$ cat config.mk
export PLATFORM = sky130hd
export DESIGN_NAME = ladder_seq
export DESIGN_NICKNAME = d
export VERILOG_FILES = /design/src/rtl/ladder_pkg.sv /design/src/rtl/ladder_kscan.sv /design/src/rtl/ladder_seq.sv
export SDC_FILE = /design/constraint.sdc
export NUM_CORES = 2
export LEC_CHECK = 0
export CAP_MARGIN = 40
export CORE_MARGIN = 2
export CORE_UTILIZATION = 50
export DETAILED_ROUTE_END_ITERATION = 8
export PLACE_DENSITY = 0.83
export SLEW_MARGIN = 10
export SYNTH_ARGS = -nofsm -noshare
export SYNTH_HDL_FRONTEND = slang
export SYNTH_SLANG_ARGS = --single-unit
export TNS_END_PERCENT = 30
$ cat constraint.sdc
create_clock -name clk -period 43.9 [get_ports clk]
set_input_delay 6.585 -clock clk [delete_from_list [all_inputs] [get_ports clk]]
set_output_delay 6.585 -clock clk [all_outputs]
set_load 0.03 [all_outputs]
$ cat src/rtl/ladder_pkg.sv
// ladder_pkg: shared states, defaults and beat indices for the ladder sequencer.
// Config macro LADDER_SEQ_LEADZERO_SKIP_EN selects leading-zero skipping (SKIP_EN=1);
// undefined gives the constant-time full-length ladder (SKIP_EN=0).
package ladder_pkg;
  localparam int M_DEF = 163;
  localparam int POST_DEF = 110;
  localparam logic [1:0] BEAT_PX = 2'd0;
  localparam logic [1:0] BEAT_PY = 2'd1;
  localparam logic [1:0] BEAT_K = 2'd2;
  localparam logic [1:0] BEAT_B = 2'd3;
`ifdef LADDER_SEQ_LEADZERO_SKIP_EN
  localparam bit SKIP_EN = 1'b1;
`else
  localparam bit SKIP_EN = 1'b0;
`endif
  typedef enum logic [2:0] {S_IDLE, S_LOAD, S_SCAN, S_STEP, S_FINAL, S_POST, S_DONE} state_t;
endpackage

$ cat src/rtl/ladder_kscan.sv
// ladder_kscan: scalar shift register, previous-bit flag, step counter and leading-zero scan.
// Ports: i_load/i_din load k; i_scan_start arms the counter and clears prev; i_scan shifts
// during the leading-zero scan; i_shift consumes one bit on step acceptance.
// o_bit = current scalar bit, o_prev = previously scanned bit, o_steps_zero, o_zero (k_sh==0).
// Config macro LADDER_SEQ_LEADZERO_SKIP_EN (via ladder_pkg::SKIP_EN) sets the counter start.
module ladder_kscan
  import ladder_pkg::*;
#(
  parameter int M = M_DEF
) (
  input  logic         clk,
  input  logic         rst,
  input  logic         i_load,
  input  logic [M-1:0] i_din,
  input  logic         i_scan_start,
  input  logic         i_scan,
  input  logic         i_shift,
  output logic         o_bit,
  output logic         o_prev,
  output logic         o_steps_zero,
  output logic         o_zero
);
  localparam int SW = $clog2(M + 1);
  // In skip mode the counter tracks the index of the bit currently at the MSB,
  // so when the leading one appears it already holds the leading-one index.
  localparam logic [SW-1:0] START = SKIP_EN ? SW'(M - 1) : SW'(M);
  logic [M-1:0] r_k;
  logic r_prev;
  logic [SW-1:0] r_steps;
  always_ff @(posedge clk or posedge rst)
    if (rst) begin
      r_k <= '0;
      r_prev <= 1'b0;
      r_steps <= '0;
    end else begin
      if (i_load) r_k <= i_din;
      else if (i_scan || i_shift) r_k <= {r_k[M-2:0], 1'b0};
      if (i_scan_start) begin
        r_prev <= 1'b0;
        r_steps <= START;
      end else if (i_shift) begin
        r_prev <= r_k[M-1];
        r_steps <= r_steps - SW'(1);
      end else if (i_scan && !r_k[M-1] && !o_steps_zero) r_steps <= r_steps - SW'(1);
    end
  assign o_bit = r_k[M-1];
  assign o_prev = r_prev;
  assign o_steps_zero = r_steps == '0;
  assign o_zero = r_k == '0;
endmodule

$ cat src/rtl/ladder_seq.sv
// ladder_seq: Montgomery-ladder sequencer; loads Px,Py,k,b beats, offers swap steps, waits POST_CYC.
// Ports: clk, rst (async high); data_en/din operand beats; busy, cores_en, opt_Rx/Ry/Rb to cores;
// step_valid/step_swap/step_last with step_ready handshake; done and err completion pulses.
// Config macro LADDER_SEQ_LEADZERO_SKIP_EN: skip leading zeros of k and flag k==0 on err.
module ladder_seq
  import ladder_pkg::*;
#(
  parameter int M = M_DEF,
  parameter int POST_CYC = POST_DEF
) (
  input  logic         clk,
  input  logic         rst,
  input  logic         data_en,
  input  logic [M-1:0] din,
  output logic         busy,
  output logic         cores_en,
  output logic [M-1:0] opt_Rx,
  output logic [M-1:0] opt_Ry,
  output logic [M-1:0] opt_Rb,
  output logic         step_valid,
  output logic         step_swap,
  output logic         step_last,
  input  logic         step_ready,
  output logic         done,
  output logic         err
);
  localparam int PW = $clog2(POST_CYC + 1);
  state_t r_state, w_next;
  logic [1:0] r_beat;
  logic [M-1:0] r_px, r_py;
  logic [PW-1:0] r_post;
  logic r_gap, r_cores_en, r_err;
  logic w_beat, w_last_beat, w_accept, w_shift, w_bit, w_prev, w_steps_zero, w_zero;
  assign w_beat = data_en && (r_state == S_IDLE || r_state == S_LOAD);
  assign w_last_beat = w_beat && r_beat == BEAT_B;
  // r_gap forces one valid-low cycle after every accepted step
  assign step_valid = (r_state == S_STEP && !r_gap) || r_state == S_FINAL;
  assign step_last = r_state == S_FINAL;
  assign step_swap = step_last ? w_prev : step_valid && (w_bit ^ w_prev);
  assign w_accept = step_valid && step_ready;
  assign w_shift = r_state == S_STEP && w_accept;
  assign busy = r_state != S_IDLE;
  assign cores_en = r_cores_en;
  assign done = r_state == S_DONE;
  assign err = SKIP_EN && done && r_err;
  ladder_kscan #(.M(M)) u_kscan (
    .clk(clk),
    .rst(rst),
    .i_load(w_beat && r_beat == BEAT_K),
    .i_din(din),
    .i_scan_start(w_last_beat),
    .i_scan(SKIP_EN && r_state == S_SCAN),
    .i_shift(w_shift),
    .o_bit(w_bit),
    .o_prev(w_prev),
    .o_steps_zero(w_steps_zero),
    .o_zero(w_zero)
  );
  always_comb begin
    w_next = r_state;
    case (r_state)
      S_IDLE:  w_next = w_beat ? S_LOAD : S_IDLE;
      S_LOAD:  w_next = w_last_beat ? S_SCAN : S_LOAD;
      // MSB of 1 is the leading one: it is consumed by this cycle's shift
      S_SCAN:  w_next = !SKIP_EN ? S_STEP : w_bit ? (w_steps_zero ? S_FINAL : S_STEP) : (w_zero && w_steps_zero) ? S_DONE : S_SCAN;
      S_STEP:  w_next = (r_gap && w_steps_zero) ? S_FINAL : S_STEP;
      S_FINAL: w_next = w_accept ? S_POST : S_FINAL;
      S_POST:  w_next = r_post == PW'(POST_CYC - 1) ? S_DONE : S_POST;
      S_DONE:  w_next = S_IDLE;
      default: w_next = S_IDLE;
    endcase
  end
  always_ff @(posedge clk or posedge rst)
    if (rst) begin
      r_state <= S_IDLE;
      r_beat <= '0;
      r_px <= '0;
      r_py <= '0;
      r_post <= '0;
      r_gap <= 1'b0;
      r_cores_en <= 1'b0;
      r_err <= 1'b0;
      opt_Rx <= '0;
      opt_Ry <= '0;
      opt_Rb <= '0;
    end else begin
      r_state <= w_next;
      r_beat <= w_beat ? r_beat + 2'd1 : r_beat;
      if (w_beat && r_beat == BEAT_PX) r_px <= din;
      if (w_beat && r_beat == BEAT_PY) r_py <= din;
      r_post <= r_state == S_POST ? r_post + PW'(1) : '0;
      r_gap <= w_shift;
      r_cores_en <= w_last_beat;
      r_err <= r_state == S_SCAN && w_next == S_DONE;
      if (w_last_beat) begin
        opt_Rx <= r_px;
        opt_Ry <= r_py;
        opt_Rb <= din;
      end else if (r_state == S_DONE) begin
        opt_Rx <= '0;
        opt_Ry <= '0;
        opt_Rb <= '0;
      end
    end
endmodule

==> results.ini <==
[status]
status=finished clean

[clocking]
tritoncts.num_buffers=101
cts.clk_slew.worst_paths_ns=0.06
htreeDepth=3
root_buffer=clkbuf_16
cts_tree=done
cts.sinks=1001
cts_resized=0
post_cts_buffers=0
clock_path_buffers=3
cts_hold_buffers=0
clk_latency_ns=0.68

[final_layout]
finish.net_count=4384
final_common_cell=dfrtp_1
layout_common_cells=1001 x dfrtp_1, 989 x nand2_1, 660 x clkdlybuf4s50_1
fill_cells=5970
final_area_um2=52200
syn2layout_area_growth_pct=26.0
drive_gt1_frac=0.133
multi_input_area_um2=14700
regArea_um2=25000

[critical_path]
critPathBufInv=10
cp.required_ns=44.57
path_max_fanout=93
critical_path.max_stage_delay_ns=0.76
crit_top_cell=buf_4
cp.arrival_ns=10.98
cp_slowest_cell=buf_4
crit_family=buffers and inverters
setup.worst_path.end_class=async pin
critical_path_class=input pin to async pin
crit_chain=clkdlybuf4s50_1 > inv_8 > buf_16 > buf_4 > buf_4 > buf_16 > buf_4 > buf_16 > buf_4 > buf_4
startpoint_type=input pin

[grt]
antenna_found_initial=3
grt_max_degree=195
grt_pass1_vias=31500
overflow=0
grt_usage=0.268
grt_pass1_wl_um=182000

[floorplanning]
die_x_um=292
die_area_um2=85100
die_y_um=292
start_util=0.505
core_area_um2=82000
rows=105
ios=663

[sta]
tns_ns=0
finClkSkew_ns=0.0400
fmax_ghz=0.0970
post-route-period-util=0.235
report.final.setup_viol=0
tightestPinTransition_ns=1.22
maxSlewViolCount=0
finalCriticalPeriod_ns=10.31
maxSlewHeadroom=0.190
rsz0062_at_grt=false
finalHoldViolations=0

[routing]
drc=0
drtAntennaViolNets=0
postRouteWirelength_um=116000
drt_iter0_drc=2502
drtPass1Iterations=6
vias=30800
wl_per_cell_um=21.6
via_per_inst=5.74

[synthesis]
seq_area_frac_synth=0.605
synth_top_area_cell=dfrtp_1
synthesis.nets=3855
ys.flop_type=dfrtp_1
ys_seq_elements=1001
yosysUniqueCellTypes=49
synth_edf_count=0
postSynthCellCount=3680
synth_area_leaders=dfrtp_1 60%, nand2_1 9.0%, nand3_1 6.0%
syn_avg_cell_area_um2=11.3
yosysTopAreaCellShare=0.605
netlist_area_um2=41400
postSynth.asyncResetShare=1.00
synth_warnings=0

[placed_design]
post_dp_cell_area_um2=48700
place_congestion=0.829
portBuffers=661
dp_hpwl_um=71300

[hold_path]
hold_class=flop to flop

[power_and_ir_drop]
leakagePower_uw=0.0258
powerDensity_nw_per_um2=73.9
irDropWorstVdd_uv=54.1

[run]
max_cap_violations=0

through the flow:
stage | std cells | power (uW) | setup WS, ns | util | hold slack [ns]
floorplan | 3680 | 2390 | 9.15 | - | 0.435
global placement | 5153 | 2890 | 31.59 | 0.586 | 0.443
detailed placement | 5176 | 2950 | 32.77 | 0.594 | 0.448
CTS | 5364 | 3870 | 33.48 | 0.636 | 0.444
global route | 5366 | 4040 | 32.99 | 0.636 | 0.480
finish | 5366 | 3860 | 33.59 | 0.636 | 0.434
synthesized netlist by cell type, types with 3 or more instances:
cell	count
ha_1	8
a221o_1	162
buf_2	138
clkbuf_1	97
dfrtp_1	1001
buf_4	19
nor4_1	3
inv_1	10
buf_6	12
mux2_4	140
nand2_1	989
buf_1	11
and3_1	164
and2_0	6
o21ai_0	7
mux2_2	187
and2_1	157
a21oi_1	4
mux2i_1	6
buf_12	14
nor3_1	3
or3_1	5
nor2_1	8
nand3_1	495
nand4bb_1	3
final cells by class:
class                           count  share of cell area
Antenna cell                        2           0.0000960
Clock buffer                      140              0.0553
Sequential cell                  1001               0.480
Multi-Input combinational cell   2374               0.282
Timing Repair Buffer              720               0.144
Inverter                           11             0.00108
Clock inverter                     48              0.0116
Tap cell                         1070              0.0257
where the power goes:
group / internal [uW] / switching (uW) / total, uW
clock network: 511 / 382 / 893
registers: 1290 / 212 / 1500
logic: 651 / 809 / 1460
total: 2450 / 1400 / 3860
registers in the layout (all words and copies together), names as in the netlist:
name and count:
cores_en 1, opt_Rb 163, opt_Rx 163, opt_Ry 163, r_beat 2, r_gap 1, r_post 7, r_px 163
r_py 163, r_state 3, u_kscan.o_prev 1, u_kscan.r_k 163, u_kscan.r_steps 8
cells by family after synthesis:
group / after synthesis / synth area share
compound gates: 180 / 0.0418
simple gates: 1848 / 0.205
other cells: 1 / 0.0000906
flops: 1001 / 0.605
fa+ha+maj: 8 / 0.00242
buf+inv: 305 / 0.0418
xor+xnor: 4 / 0.000846
mux: 333 / 0.103
per-layer routing:
layer,part of all wire,wire length [um],GRT usage,vias up
li1,-,-,-,13600
met1,0.41,47300,0.356,15700
met2,0.47,54900,0.428,1254
met3,0.074,8540,0.0551,276
met4,0.043,5010,0.121,2
met5,0.00011,13,0,-
worst register-to-register path, cell delays in order, from the launching register on:
cell      delay, ns
dfrtp_1        0.56
nand3b_1       0.17
buf_4          0.57
buf_4          0.69
buf_12         0.49
nand3_1        0.66
nand2_1        0.13
worst paths after layout:
| kind | end | slack (ns) | depth (start not counted) | start |
|---|---|---|---|---|
| min | opt_Ry[136] | 0.43 | 2 | r_py[136] |
| min in group asynchronous | opt_Rb[43] | 6.29 | 2 | rst |
| min reg2reg | opt_Ry[136] | 0.43 | 2 | r_py[136] |
| max in group clk | step_swap | 34.45 | 4 | r_state[2] |
| max | opt_Rx[97] | 33.59 | 10 | rst |
| max reg2reg | opt_Rb[6] | 40.55 | 6 | r_state[0] |
Note: power is estimated with default switching activity, not from simulation.
